File: src/rtl/clk_enable_gen_if.sv
// clk_enable_gen_if
//   Configuration request port for clk_enable_gen. The requester (master) holds
//   valid/chan/div until it sees ready. The generator (slave) answers with ready
//   (accepting) and a one-cycle err pulse for a rejected request.
//   Signals:
//     valid  request valid                    (master -> slave)
//     chan   target channel index, 4 bits     (master -> slave)
//     div    new divisor, CNT_W bits          (master -> slave)
//     ready  port can accept a request        (slave -> master)
//     err    one-cycle reject pulse           (slave -> master)
interface clk_enable_gen_if #(
    parameter int CNT_W = 20
);
    logic             valid;
    logic             ready;
    logic [3:0]       chan;
    logic [CNT_W-1:0] div;
    logic             err;

    modport master (output valid, chan, div, input  ready, err);
    modport slave  (input  valid, chan, div, output ready, err);
endinterface

File: src/rtl/clk_enable_gen.sv
// clk_enable_gen
//   Multi-channel clock-enable (strobe) generator. Each channel emits a one-cycle
//   enable pulse every DIV clocks. DIV is reprogrammable per channel through the
//   cfg port; a new divisor is committed at the channel's next period boundary
//   (or immediately when run is low), so no period is ever cut short.
//   Ports:
//     clk     clock
//     reset   synchronous, active-high reset
//     run     global count enable; 0 clears all counters and enables
//     cfg     configuration port (clk_enable_gen_if, slave side)
//     enable  per-channel registered one-cycle strobe
//     square  (only with CLK_EN_GEN_SQUARE_EN) per-channel 50% square wave,
//             toggling at every wrap, period 2*DIV
//   Optional feature macro: CLK_EN_GEN_SQUARE_EN
module clk_enable_gen #(
    parameter int CHANNELS    = 4,
    parameter int CNT_W       = 20,
    parameter int DEFAULT_DIV = 16
) (
    input  logic                clk,
    input  logic                reset,
    input  logic                run,
    clk_enable_gen_if.slave     cfg,
`ifdef CLK_EN_GEN_SQUARE_EN
    output logic [CHANNELS-1:0] square,
`endif
    output logic [CHANNELS-1:0] enable
);

    typedef enum logic {IDLE, PEND} state_t;

    state_t           state_reg, state_next;
    logic [3:0]       stage_chan_reg, stage_chan_next;
    logic [CNT_W-1:0] stage_div_reg, stage_div_next;
    logic             err_reg, err_next;
    logic             commit;

    logic [CHANNELS-1:0] wrap;      // channel finishes its period on this edge
    logic [CHANNELS-1:0] chan_hit;  // channel is the target of the staged request
    logic                wrap_sel;

    assign wrap_sel  = |(wrap & chan_hit);
    assign cfg.ready = (state_reg == IDLE);
    assign cfg.err   = err_reg;

    // ------------------------------------------------------------------
    // Config FSM
    // ------------------------------------------------------------------
    always_ff @(posedge clk) begin
        if (reset) begin
            state_reg      <= IDLE;
            stage_chan_reg <= '0;
            stage_div_reg  <= '0;
            err_reg        <= 1'b0;
        end else begin
            state_reg      <= state_next;
            stage_chan_reg <= stage_chan_next;
            stage_div_reg  <= stage_div_next;
            err_reg        <= err_next;
        end
    end

    always_comb begin
        state_next      = state_reg;
        stage_chan_next = stage_chan_reg;
        stage_div_next  = stage_div_reg;
        err_next        = 1'b0;
        commit          = 1'b0;
        case (state_reg)
            IDLE: begin
                if (cfg.valid) begin
                    // Channel index is widened so CHANNELS==16 compares correctly.
                    if (cfg.div == '0 || {1'b0, cfg.chan} >= 5'(CHANNELS)) begin
                        err_next = 1'b1;
                    end else begin
                        stage_chan_next = cfg.chan;
                        stage_div_next  = cfg.div;
                        state_next      = PEND;
                    end
                end
            end
            PEND: begin
                // Commit on the target's wrap, or at once while counting is stopped.
                if (!run || wrap_sel) begin
                    commit     = 1'b1;
                    state_next = IDLE;
                end
            end
            default: state_next = IDLE;
        endcase
    end

    // ------------------------------------------------------------------
    // Per-channel counters
    // ------------------------------------------------------------------
    generate
        for (genvar gi = 0; gi < CHANNELS; gi++) begin : g_ch
            logic [CNT_W-1:0] cnt_reg;
            logic [CNT_W-1:0] div_reg;
            logic             en_reg;
            logic             sq_reg;

            assign chan_hit[gi] = (stage_chan_reg == 4'(gi));
            assign wrap[gi]     = run && (cnt_reg == div_reg - CNT_W'(1));
            assign enable[gi]   = en_reg;

            always_ff @(posedge clk) begin
                if (reset) begin
                    cnt_reg <= '0;
                    div_reg <= CNT_W'(DEFAULT_DIV);
                    en_reg  <= 1'b0;
                    sq_reg  <= 1'b0;
                end else begin
                    // The wrap on a commit edge still uses the old divisor, so the
                    // finishing period keeps its pulse; the new one applies next.
                    if (commit && chan_hit[gi])
                        div_reg <= stage_div_reg;
                    if (!run) begin
                        cnt_reg <= '0;
                        en_reg  <= 1'b0;
                        sq_reg  <= 1'b0;
                    end else if (wrap[gi]) begin
                        cnt_reg <= '0;
                        en_reg  <= 1'b1;
                        sq_reg  <= ~sq_reg;
                    end else begin
                        cnt_reg <= cnt_reg + CNT_W'(1);
                        en_reg  <= 1'b0;
                    end
                end
            end

`ifdef CLK_EN_GEN_SQUARE_EN
            assign square[gi] = sq_reg;
`else
            logic unused_sq;
            assign unused_sq = sq_reg;
`endif
        end
    endgenerate

endmodule

File: src/flat_wrapper.sv
// flat-port wrapper written by rule: the top's interface ports become plain ports
module clk_enable_gen_flat 
#(
    parameter int CHANNELS    = 4,
    parameter int CNT_W       = 20,
    parameter int DEFAULT_DIV = 16
)
  (clk, reset, run, enable, cfg_valid, cfg_chan, cfg_div, cfg_ready, cfg_err);
  clk_enable_gen_if #(.CNT_W(CNT_W)) cfg_i ();
  input  logic clk;
  input  logic reset;
  input  logic run;
  output logic [CHANNELS-1:0] enable;
  input wire logic [$bits(cfg_i.valid)-1:0] cfg_valid;
  input wire logic [$bits(cfg_i.chan)-1:0] cfg_chan;
  input wire logic [$bits(cfg_i.div)-1:0] cfg_div;
  output wire logic [$bits(cfg_i.ready)-1:0] cfg_ready;
  output wire logic [$bits(cfg_i.err)-1:0] cfg_err;
  assign cfg_i.valid = cfg_valid;
  assign cfg_i.chan = cfg_chan;
  assign cfg_i.div = cfg_div;
  assign cfg_ready = cfg_i.ready;
  assign cfg_err = cfg_i.err;
  clk_enable_gen #(.CHANNELS(CHANNELS), .CNT_W(CNT_W), .DEFAULT_DIV(DEFAULT_DIV)) u_core (.clk(clk), .reset(reset), .run(run), .cfg(cfg_i), .enable(enable));
endmodule
File: config.mk
export PLATFORM = sky130hd
export DESIGN_NAME = clk_enable_gen_flat
export DESIGN_NICKNAME = d
export VERILOG_FILES = /design/src/rtl/clk_enable_gen_if.sv /design/src/rtl/clk_enable_gen.sv /design/src/flat_wrapper.sv
export SDC_FILE = /design/constraint.sdc
export NUM_CORES = 1
export LEC_CHECK = 0
export CORE_UTILIZATION = 55
export CTS_CLUSTER_DIAMETER = 40
export DETAILED_ROUTE_END_ITERATION = 8
export GPL_TIMING_DRIVEN = 0
export PLACE_DENSITY = 0.71
export SETUP_SLACK_MARGIN = 0.02
export SLEW_MARGIN = 20
export SYNTH_ARGS = -nofsm -noshare
export SYNTH_HDL_FRONTEND = slang
export SYNTH_SLANG_ARGS = --single-unit
File: constraint.sdc
create_clock -name clk -period 4.06 [get_ports clk]
set_input_delay 0.812 -clock clk [delete_from_list [all_inputs] [get_ports clk]]
set_output_delay 0.812 -clock clk [all_outputs]
set_load 0.01 [all_outputs]
After elaboration in Yosys (flattened, before gate mapping)
Index checks and enable logic that the tools add are counted.

Flip-flop bits (word level): 190. Logic and storage cells: 69.

Add/subtract/negate cells: 8. Magnitude comparators: 1. Bitwise operators: 5. Reduce and logical (&&, ||, !) cells: 21. Multiplexer cells: 11. Equality and inequality tests: 7.

Operators with widths (count): $add 20x1->20 const B (4); $eq 20x20->1 (4); $sub 20x1->20 const B (4); $logic_not 20->1 (1); $reduce_or 3->1 (5); $mux 1 (10); $eq 4x2->1 const B (2); $logic_and 1x1->1 (8); $and 4x4->4 (1); $eq 4x1->1 const B (1); $ge 4x3->1 const B (1); $logic_not 4->1 (1); $not 1->1 (4); $reduce_or 4->1 (1); $reduce_and 3->1 (1); $logic_or 1x1->1 (2); $pmux 1 s2 (1); $reduce_or 2->1 (1); $logic_not 1->1 (1).

Depth between registers and ports, before layout
Depth after elaboration: 9. Gate-level depth with buffers: 13. Depth with buffers taken out: 10.

Worst setup path after synthesis
No wires, ideal clock.

Path kind: register to register. From: register u_core.g_ch[1].div_reg[0]. To: register u_core.g_ch[1].div_reg[4]. Stages on the path, launching flop included: 13. Library setup time: 0.126 ns. Path buffers: 2. Setup slack: 1.023 ns. Arrival: 2.911 ns. Cells stage by stage: dfxtp_1 > inv_1 > ha_1 > or3b_2 > or4_1 > a22oi_1 > nand4_1 > a211oi_1 > nand4_1 > a21o_1 > buf_4 > buf_6 > mux2i_1.

Word-level cells in the longest chain between the ends: 9.

Ends and longest elaborated chain: start, declared (line clk_enable_gen.sv:99) `logic [CNT_W-1:0] div_reg;`; start signal, assigned (line clk_enable_gen.sv:110) `div_reg <= CNT_W'(DEFAULT_DIV);`; start signal, assigned (line clk_enable_gen.sv:117) `div_reg <= stage_div_reg;`; $sub 20x1->20 (line clk_enable_gen.sv:104) `assign wrap[gi] = run && (cnt_reg == div_reg - CNT_W'(1));`; $eq 20x20->1 (line clk_enable_gen.sv:104); $logic_and 1x1->1 (line clk_enable_gen.sv:104); $and 4x4->4 (line clk_enable_gen.sv:42) `assign wrap_sel = |(wrap & chan_hit);`; $reduce_or 4->1 (line clk_enable_gen.sv:42); $logic_or 1x1->1 (line clk_enable_gen.sv:84) `if (!run || wrap_sel) begin`; $mux 1 (line clk_enable_gen.sv:84); $mux 1 (line clk_enable_gen.sv:69) `case (state_reg)`; $logic_and 1x1->1 (line clk_enable_gen.sv:116) `if (commit && chan_hit[gi])`.

Every way passes these cells. A chain may end at the register's enable or synchronous reset.

Final worst setup path
From: register u_core.g_ch[2].div_reg[4]. To: register u_core.g_ch[2].div_reg[18].

Word-level cells in the longest chain between the ends: 9.

Ends and longest elaborated chain (line): start, declared (clk_enable_gen.sv:99); start signal, assigned (clk_enable_gen.sv:110); start signal, assigned (clk_enable_gen.sv:117); $sub 20x1->20 (clk_enable_gen.sv:104); $eq 20x20->1 (clk_enable_gen.sv:104); $logic_and 1x1->1 (clk_enable_gen.sv:104); $and 4x4->4 (clk_enable_gen.sv:42); $reduce_or 4->1 (clk_enable_gen.sv:42); $logic_or 1x1->1 (clk_enable_gen.sv:84); $mux 1 (clk_enable_gen.sv:84); $mux 1 (clk_enable_gen.sv:69); $logic_and 1x1->1 (clk_enable_gen.sv:116).

Every way passes these cells.

==> reports/results.ini <==
[global_route]
grt_pass1_vias = 8136
grt_max_degree = 17
antenna_found_initial = 0
gr-total-overflow = 0
grtUsageTotal_pct = 26.8
grt_pass1_wl_um = 41500

[logic_synthesis]
ys_async_sr_fraction_pct = 0
synthFlopType = dfxtp_1
synth-seq-cells = 190
synth-simple-area-share_pct = 28.3
synth-compound-area-share_pct = 6.79
synthMuxAreaShare_pct = 10.2
synth_xor_area_share_pct = 14.4
syn_area_per_cell_sq_um = 8.67
ys_types = 70
synth_edf_count = 0
synth_top_family_by_area = simple AND/OR/NAND/NOR gates
synth-seq-area-share_pct = 36.0
yosysWarnings = 0
synthAdderAreaFrac_pct = 0.949
syn_area_sq_um = 10600
syn_inst = 1217
syn-num-nets = 1253

[finish]
layout_common_cells = 190 x dfxtp_1, 157 x nor2_1, 107 x mux2i_1
fin_util_pct = 63.0
n_fill_cell = 1665
final_nets = 1305
drive_gt1_share_pct = 5.07
area_growth_pct = 12.1
diodes = 0
layout_commonest_cell = dfxtp_1

[clock_tree]
root_buffer = clkbuf_16
cts.path.max_buffers = 2
clock_latency_ps = 450
clk_pin_slew_ps = 80
post_cts_buffers = 0
cts_num_sinks = 190
cts_tree = done
cts_buffers = 17
htree_levels = 4

[critical_path]
cp.arrival_ps = 4080
cp_max_fo = 10
required_ps = 4430
endpoint_kind = register
worstReg2RegStart = u_core.g_ch[2].div_reg[4]
cp-start-kind = register
critPathKind = register to register
timing.critical_path.from = u_core.g_ch[2].div_reg[4]

[route]
postRouteAntennaNets = 0
drcViolationCount = 0
routed_wl_um = 25700
first_pass_iters = 7
dr_wl_met3_um = 1510
vias_per_cell = 5.83
dr.max_layer_used = met4
drt_iter0_drc = 609
vias = 8836
drt-met1-wl_um = 11900
routed-wl-met2_um = 11800
wl_per_cell_um = 17.0

[sta]
relSlewSlack_pct = 43.3
setup_violations = 0
fmax_mhz = 270
slew_violations = 0
setup_ws_ps = 351
rsz0062_at_grt = no
tns_ps = 0
finalCriticalPeriod_ps = 3710
tightest_slew_ps = 844
finalCritPeriodShare_pct = 91.4
finalHoldViolations = 0
clock_skew_ps = 13.1

[power_and_ir_drop]
finalPower_mw = 3.89
p_per_area_nw_per_um2 = 329
ir_worst_vdd_uv = 314
p_leak_nw = 4.58

[placed_design]
finalWeightedCongestion = 0.924
dpl.hpwl_um = 18600
place_worst_setup_slack_ps = 95.1
io_buffers = 33

[min_path]
holdCritPathClass = register to register
hp-start = u_core.g_ch[2].cnt_reg[0]

[die]
ios = 34
start_util_pct = 56.2
dieArea_sq_um = 19700
die_w_um = 141
row_count = 50
core_sq_um = 18800
die_h_um = 141

[status]
outcome = finished, final reports clean

[run]
drv_cap = 0

==> cell type report <==
| cell class | instances | area, sq um | area share, % |
|---|---|---|---|
| clock buffers | 23 | 488 | 4.12 |
| repair buffers | 33 | 330 | 2.79 |
| clock inverters | 9 | 155 | 1.31 |
| flip-flops and latches | 190 | 3800 | 32.2 |
| multi-input cells | 948 | 6410 | 54.2 |
| plain buffers | 62 | 284 | 2.40 |
| well taps | 234 | 293 | 2.47 |
| inverters | 17 | 63.8 | 0.539 |
==> Yosys cell counts, types with 3 or more instances <==
| cell type | count | area [sq um] |
|---|---|---|
| xnor2_1 | 87 | 762 |
| nor3b_1 | 4 | 30.0 |
| o21ai_0 | 16 | 80.1 |
| mux2i_1 | 107 | 1070 |
| clkbuf_1 | 44 | 165 |
| o41ai_1 | 5 | 43.8 |
| buf_6 | 3 | 33.8 |
| nand2b_1 | 100 | 626 |
| o31ai_1 | 4 | 30.0 |
| nor4_1 | 33 | 206 |
| o21a_1 | 5 | 37.5 |
| buf_2 | 8 | 40.0 |
| nor2_1 | 157 | 589 |
| and2_1 | 7 | 43.8 |
| nand4_1 | 32 | 200 |
| nor3_1 | 32 | 160 |
| nand2_1 | 50 | 188 |
| nor2b_1 | 5 | 31.3 |
| a211oi_1 | 12 | 90.1 |
| nand3_1 | 57 | 285 |
| inv_1 | 17 | 63.8 |
| nand3b_1 | 5 | 37.5 |
| and3_1 | 27 | 169 |
| or2_2 | 3 | 18.8 |
| nor4b_1 | 5 | 43.8 |
| a21oi_1 | 12 | 60.1 |
| nor4_2 | 3 | 37.5 |
| a31oi_1 | 3 | 18.8 |
| xor2_1 | 87 | 762 |
| or3b_2 | 4 | 35.0 |
| or3_1 | 11 | 68.8 |
| dfxtp_1 | 190 | 3800 |
| o211ai_1 | 10 | 75.1 |
| buf_4 | 5 | 37.5 |
| ha_1 | 8 | 100 |
| and4_1 | 4 | 35.0 |
| or4_1 | 9 | 67.6 |
| o2111ai_1 | 3 | 26.3 |
==> report_power, final <==
| group | internal [mW] | switching, mW |
|---|---|---|
| registers | 1.88 | 0.0119 |
| logic | 0.0749 | 0.0937 |
| clock network | 1.10 | 0.735 |
| total | 3.05 | 0.841 |
==> cell families (layout without fill, tap and decap cells) <==
family | count (synthesis) | in the layout
buffers and inverters | 79 | 144
AOI/OAI and AO/OA | 99 | 99
xor gates and xnor gates | 174 | 174
and+or+nand+nor | 560 | 560
adders and majority gates | 8 | 8
DFF | 190 | 190
muxes | 107 | 107
==> through the flow <==
stage / instances / hold WS, ps / cell area [sq um]
after floorplan: 1217 / 447 / 10600
after global placement: 1484 / 472 / 11200
after detailed placement: 1484 / 482 / 11200
after CTS: 1516 / 497 / 11800
after global routing: 1516 / 509 / 11800
final: 1516 / 497 / 11800
==> path summary, 6_finish.rpt <==
| kind | end | slack [ps] | cells after the start |
|---|---|---|---|
| max | u_core.g_ch[2].div_reg[18] | 350 | 10 |
| min | u_core.g_ch[2].cnt_reg[0] | 500 | 1 |
| max reg2reg | u_core.g_ch[2].div_reg[18] | 350 | 10 |
| min reg2reg | u_core.g_ch[2].cnt_reg[0] | 500 | 1 |
==> routing by layer <==
| layer | up-vias | track usage (%) |
|---|---|---|
| met3 | 43 | 4.34 |
| met1 | 4168 | 36.4 |
| met5 | - | 0 |
| met2 | 262 | 43.6 |
| li1 | 4363 | - |
| met4 | 0 | 8.52 |
==> critical path, cell delays in order (launching register included) <==
cell	delay (ps)
dfxtp_1	300
clkbuf_1	210
nor4_2	480
nand4_1	240
or3_1	430
xnor2_1	140
a211oi_1	450
o2111ai_1	370
a211oi_1	420
buf_2	370
mux2i_1	230
==> timing repair <==
action,in CTS,in global routing
endpoints found under the setup margin,0,30
resized for setup,0,2
hold buffers,0,0
No activity file was read; power rests on OpenSTA's default activity.
